[config.mk]
export PLATFORM = sky130hd
export DESIGN_NAME = imem_boot_loader_flat
export DESIGN_NICKNAME = d
export VERILOG_FILES = /design/src/rtl/imem_boot_loader_if.sv /design/src/rtl/imem_boot_loader.sv /design/src/flat_wrapper.sv
export SDC_FILE = /design/constraint.sdc
export NUM_CORES = 1
export LEC_CHECK = 0
export CAP_MARGIN = 40
export CORE_ASPECT_RATIO = 0.8
export CORE_MARGIN = 2
export CORE_UTILIZATION = 45
export CTS_CLUSTER_SIZE = 12
export DETAILED_ROUTE_END_ITERATION = 10
export HOLD_SLACK_MARGIN = 0.12
export PLACE_DENSITY = 0.76
export SETUP_SLACK_MARGIN = 0.15
export SYNTH_ARGS = -nofsm -noshare
export SYNTH_HDL_FRONTEND = slang
export SYNTH_SLANG_ARGS = --single-unit
[constraint.sdc]
create_clock -name clk -period 2 [get_ports clk]
set_clock_uncertainty 0.1 [all_clocks]
set_input_delay 0.2 -clock clk [delete_from_list [all_inputs] [get_ports clk]]
set_output_delay 0.2 -clock clk [all_outputs]
set_load 0.005 [all_outputs]
[src/rtl/imem_boot_loader_if.sv]
// Boot loader bus: byte stream in, instruction-memory write port and status out.
// master = stream source / memory side, slave = the loader itself.
interface imem_boot_loader_if #(
  parameter int ADDR_WIDTH = 8
);
  logic [7:0]            rx_data;
  logic                  rx_valid;
  logic                  rx_ready;
  logic                  imem_we;
  logic [ADDR_WIDTH-1:0] imem_addr;
  logic [31:0]           imem_wdata;
  logic                  cpu_reset;
  logic                  load_done;
  logic                  load_error;
  logic [15:0]           word_count;

  modport master (
    output rx_data, rx_valid,
    input  rx_ready, imem_we, imem_addr, imem_wdata,
    input  cpu_reset, load_done, load_error, word_count
  );

  modport slave (
    input  rx_data, rx_valid,
    output rx_ready, imem_we, imem_addr, imem_wdata,
    output cpu_reset, load_done, load_error, word_count
  );
endinterface

[src/rtl/imem_boot_loader.sv]
// Length-prefixed byte stream -> little-endian 32-bit words -> imem write port.
// Optional trailing mod-256 payload checksum byte when LOADER_CHECKSUM_EN is defined.
module imem_boot_loader #(
  parameter int ADDR_WIDTH = 8,
  parameter int MAX_WORDS  = 256
) (
  input logic              clk,
  input logic              reset,
  imem_boot_loader_if.slave bus
);
`ifdef LOADER_CHECKSUM_EN
  typedef enum logic [2:0] {LEN_LO, LEN_HI, DATA, CHECK, DONE, ERROR} state_t;
`else
  typedef enum logic [2:0] {LEN_LO, LEN_HI, DATA, DONE, ERROR} state_t;
`endif

  localparam logic [16:0] MAX_N = 17'(MAX_WORDS);

  state_t      state;
  logic [1:0]  byte_cnt;
  logic [15:0] word_idx;
  logic [31:0] asm_word;
  logic [15:0] len;
  logic        accept;
`ifdef LOADER_CHECKSUM_EN
  logic [7:0]  sum;
`endif

  assign bus.rx_ready = !reset && (state != DONE) && (state != ERROR);
  assign accept       = bus.rx_valid && bus.rx_ready;
  assign len          = {bus.rx_data, bus.word_count[7:0]};

  always_ff @(posedge clk) begin
    if (reset) begin
      state          <= LEN_LO;
      byte_cnt       <= '0;
      word_idx       <= '0;
      asm_word       <= '0;
      bus.imem_we    <= 1'b0;
      bus.imem_addr  <= '0;
      bus.imem_wdata <= '0;
      bus.cpu_reset  <= 1'b1;
      bus.load_done  <= 1'b0;
      bus.load_error <= 1'b0;
      bus.word_count <= '0;
`ifdef LOADER_CHECKSUM_EN
      sum            <= '0;
`endif
    end else begin
      bus.imem_we   <= 1'b0;
      // Released only after a full cycle in DONE, so the last write has landed.
      bus.cpu_reset <= (state != DONE);
      unique case (state)
        LEN_LO: if (accept) begin
          bus.word_count[7:0] <= bus.rx_data;
          state               <= LEN_HI;
        end
        LEN_HI: if (accept) begin
          bus.word_count[15:8] <= bus.rx_data;
          if ({1'b0, len} > MAX_N) begin
            state          <= ERROR;
            bus.load_error <= 1'b1;
          end else if (len == 16'd0) begin
`ifdef LOADER_CHECKSUM_EN
            state <= CHECK;
`else
            state         <= DONE;
            bus.load_done <= 1'b1;
`endif
          end else begin
            state <= DATA;
          end
        end
        DATA: if (accept) begin
          // Shift in from the top: after four bytes byte 0 sits in bits 7:0.
          asm_word <= {bus.rx_data, asm_word[31:8]};
          byte_cnt <= byte_cnt + 2'd1;
`ifdef LOADER_CHECKSUM_EN
          sum      <= sum + bus.rx_data;
`endif
          if (byte_cnt == 2'd3) begin
            bus.imem_we    <= 1'b1;
            bus.imem_addr  <= word_idx[ADDR_WIDTH-1:0];
            bus.imem_wdata <= {bus.rx_data, asm_word[31:8]};
            word_idx       <= word_idx + 16'd1;
            if (word_idx == bus.word_count - 16'd1) begin
`ifdef LOADER_CHECKSUM_EN
              state <= CHECK;
`else
              state         <= DONE;
              bus.load_done <= 1'b1;
`endif
            end
          end
        end
`ifdef LOADER_CHECKSUM_EN
        CHECK: if (accept) begin
          if (bus.rx_data == sum) begin
            state         <= DONE;
            bus.load_done <= 1'b1;
          end else begin
            state          <= ERROR;
            bus.load_error <= 1'b1;
          end
        end
`endif
        DONE:    ;
        ERROR:   ;
        default: state <= LEN_LO;
      endcase
    end
  end
endmodule

[src/flat_wrapper.sv]
// flat-port wrapper written by rule: the top's interface ports become plain ports
module imem_boot_loader_flat 
#(
  parameter int ADDR_WIDTH = 8,
  parameter int MAX_WORDS  = 256
)
  (clk, reset, bus_rx_data, bus_rx_valid, bus_rx_ready, bus_imem_we, bus_imem_addr, bus_imem_wdata, bus_cpu_reset, bus_load_done, bus_load_error, bus_word_count);
  imem_boot_loader_if #(.ADDR_WIDTH(ADDR_WIDTH)) bus_i ();
  input logic clk;
  input logic reset;
  input wire logic [$bits(bus_i.rx_data)-1:0] bus_rx_data;
  input wire logic [$bits(bus_i.rx_valid)-1:0] bus_rx_valid;
  output wire logic [$bits(bus_i.rx_ready)-1:0] bus_rx_ready;
  output wire logic [$bits(bus_i.imem_we)-1:0] bus_imem_we;
  output wire logic [$bits(bus_i.imem_addr)-1:0] bus_imem_addr;
  output wire logic [$bits(bus_i.imem_wdata)-1:0] bus_imem_wdata;
  output wire logic [$bits(bus_i.cpu_reset)-1:0] bus_cpu_reset;
  output wire logic [$bits(bus_i.load_done)-1:0] bus_load_done;
  output wire logic [$bits(bus_i.load_error)-1:0] bus_load_error;
  output wire logic [$bits(bus_i.word_count)-1:0] bus_word_count;
  assign bus_i.rx_data = bus_rx_data;
  assign bus_i.rx_valid = bus_rx_valid;
  assign bus_rx_ready = bus_i.rx_ready;
  assign bus_imem_we = bus_i.imem_we;
  assign bus_imem_addr = bus_i.imem_addr;
  assign bus_imem_wdata = bus_i.imem_wdata;
  assign bus_cpu_reset = bus_i.cpu_reset;
  assign bus_load_done = bus_i.load_done;
  assign bus_load_error = bus_i.load_error;
  assign bus_word_count = bus_i.word_count;
  imem_boot_loader #(.ADDR_WIDTH(ADDR_WIDTH), .MAX_WORDS(MAX_WORDS)) u_core (.clk(clk), .reset(reset), .bus(bus_i));
endmodule
==> impl_metrics.yaml <==
global_route:
  grt_pass1_vias: 3827
  grt.total_usage_pct: 23.3
  grt_max_degree: 81
  antenna_found_initial: 0
  overflow: 0
  grt_first_pass_wirelength_um: 19200
yosys:
  synthArstFlopShare_pct: 0
  synth_flop_cell: "dfxtp_1"
  synth.avg_cell_area_um2: 8.20
  synth_edf_count: 0
  netlist_area_mm2: 0.00439
  ys_seq_area_share_pct: 47.9
  ys_seq_elements: 105
  postSynthCellCount: 535
  ys_types: 41
  synth_nets: 549
  synth_top_area_share_pct: 47.9
  synth_mux_area_share_pct: 3.88
  yosys.area.top_type: "dfxtp_1"
  synth_top_family_by_area: "simple AND/OR/NAND/NOR gates"
  synthAdderAreaFrac_pct: 0.855
  synth-warning-count: 0
  synth-xor-area-share_pct: 6.39
  synth-simple-area-share_pct: 26.9
  synth_compound_area_share_pct: 10.5
  yosys-top-cells-area: "dfxtp_1, nand2_1, a21oi_1"
setup_path:
  r2r_start: "u_core.bus.word_count[2]"
  worstPathRequired_ns: 2.14
  end_kind: "register"
  crit_arrival_ns: 2.15
  startpoint: "u_core.bus.word_count[2]"
  r2r_end: "u_core.state[0]"
  endpoint: "u_core.state[0]"
  reg2reg_slack_ns: -0.009
  worstRegToRegCells: 8
  worstSetupStartpointType: "register"
  cp_max_fo: 4
  worstSetupPathType: "reg -> reg"
finish:
  final_cells: 767
  postLayoutCoreUtil_pct: 63.3
  layout-drive-gt1-share_pct: 16.7
  final_cell_mix: "nand2_1, dfxtp_1, clkdlybuf4s50_1"
  layout_commonest_cell: "nand2_1"
  fill_cells: 769
  final_nets: 657
  antenna_cells: 0
  final_area_mm2: 0.00606
  synthToLayoutAreaGrowth_pct: 38.1
placement:
  post-place-ws_ns: -0.236
  portBuffers: 71
  place_congestion: 0.925
  hpwl_um: 8410
  placed_area_mm2: 0.00560
  dp.cells: 746
sta:
  tightest_slew_ns: 0.438
  setup_slack_ns: -0.00942
  slew_headroom_pct: 70.8
  post-route-period-util_pct: 100
  finalHoldViolations: 0
  setup_viol: 1
  fmax_mhz: 498
  slew_viol_final: 0
  finalCriticalPeriod_ns: 2.01
  rsz0062_at_grt: "yes"
clock_tree:
  cts-root-buf: "clkbuf_16"
  clkTransAtPathRegs_ns: 0.07
  holdBufCountCts: 0
  htreeDepth: 3
  cts_tree: "built"
  cts_made_buffers: 9
  clk_latency_ns: 0.35
  numClockSinks: 105
  clockBufferDepth: 2
pwr:
  pwr_density_cell_mw_per_mm2: 697
  ir_drop_mv: 0.451
  power_uw: 4230
  p_leak_uw: 0.00227
floorplanning:
  dieArea_mm2: 0.0106
  die_h_um: 92.3
  io_pins: 72
  die_w_um: 114
  coreArea_mm2: 0.00957
  rows: 32
  initial_core_util_pct: 45.9
routing:
  drc: 0
  viasPerCell: 5.33
  drtIter0Drc: 244
  maxUsedRoutingLayer: "met4"
  wl_met3_um: 812
  vias: 4085
  final_antenna_net_count: 0
  dr.pass1.iters: 5
  wl_per_cell_um: 15.6
  wl_um: 11900
  met2_length_um: 5280
  met1_length_um: 5750
outcome:
  status: "finished, violations left"
  violations: "setup timing"
flow_run:
  cap_violations: 0
worst_hold_path:
  hold_class: "in -> reg"
## cells in the mapped netlist, drive strengths merged (3+ instances only)
cell and number:
dfxtp 105, xnor2 21, buf 7, and3 4, or3 5, nor2 38
o31a 3, nand4 6, xor2 11, o21ai 7, nand3b 16, inv 11
mux2i 17, clkbuf 22, nor3 12, ha 3, nand3 11, nand2 146
nor4 8, a21oi 61, nand2b 3
## power by group
part | internal, µW | total (µW) | switching (µW)
clock network | 856 | 1670 | 815
logic | 215 | 434 | 218
registers | 2100 | 2120 | 18.1
total | 3170 | 4230 | 1050
## per-stage QoR
step	hold WS, ns	TNS (ns)
2_1_floorplan	0.199	0
3_3_place_gp	0.336	-0.406
3_5_place_dp	0.347	-0.431
4_1_cts	0.130	-0.0452
5_1_grt	0.140	-0.399
6_report	0.135	-0.00942
## routing by layer
metal	GRT usage, %	up-vias
met3	6.41	10
met1	33.5	1941
met2	34.7	123
li1	-	2011
met4	5.49	0
met5	0	-
## critical path: stages, from the launching register on
cell and delay [ns]:
dfxtp_4 0.36, nor4_4 0.31, buf_4 0.18, nand3_4 0.10, buf_6 0.14, o2111ai_2 0.17
o31a_1 0.20, a2111oi_4 0.09, o31a_1 0.24
## final cells by class
| class | count | area (µm²) | share of cell area (%) |
|---|---|---|---|
| multi-input combinational | 390 | 2280 | 37.7 |
| sequential | 105 | 2120 | 35.0 |
| timing repair buffer | 126 | 1190 | 19.6 |
| clock buffer | 9 | 225 | 3.72 |
| tap | 119 | 149 | 2.46 |
| clock inverter | 7 | 51.3 | 0.846 |
| inverter | 11 | 43.8 | 0.722 |
## state kept, by name, indices dropped and copies added (netlist names)
signal	flops
u_core.state	3
u_core.word_idx	16
u_core.bus.cpu_reset	1
u_core.asm_word	24
u_core.bus.imem_wdata	32
u_core.byte_cnt	2
u_core.bus.load_error	1
u_core.bus.load_done	1
u_core.bus.word_count	16
u_core.bus.imem_we	1
u_core.bus.imem_addr	8
## kinds of logic (layout without fill, tap and decap cells)
family / count (synthesis) / in the layout
muxes: 17 / 17
xor gates and xnor gates: 32 / 32
AOI/OAI and AO/OA: 82 / 82
adders and majority gates: 3 / 3
buffers and inverters: 40 / 153
and+or+nand+nor: 256 / 256
DFF: 105 / 105
## worst min path at each step
stage	start	endpoint	slack [ns]	depth (start not counted)
after floorplan	bus_rx_data[0]	u_core.bus.imem_wdata[24]	0.20	2
after global placement	u_core.bus.load_error	u_core.bus.load_error	0.34	2
after detailed placement	u_core.asm_word[19]	u_core.bus.imem_wdata[11]	0.35	2
after CTS	reset	u_core.bus.cpu_reset	0.13	4
after global routing	reset	u_core.bus.cpu_reset	0.14	4
final	reset	u_core.bus.cpu_reset	0.14	4
## timing repair
item | in CTS | in global routing
endpoints found under the setup margin | 13 | 12
gates resized for setup | 9 | 22
hold endpoints to repair | 0 | 0
buffers inserted | 4 | 1
pin swaps | 4 | 2
No activity file was read; power rests on OpenSTA's default activity.
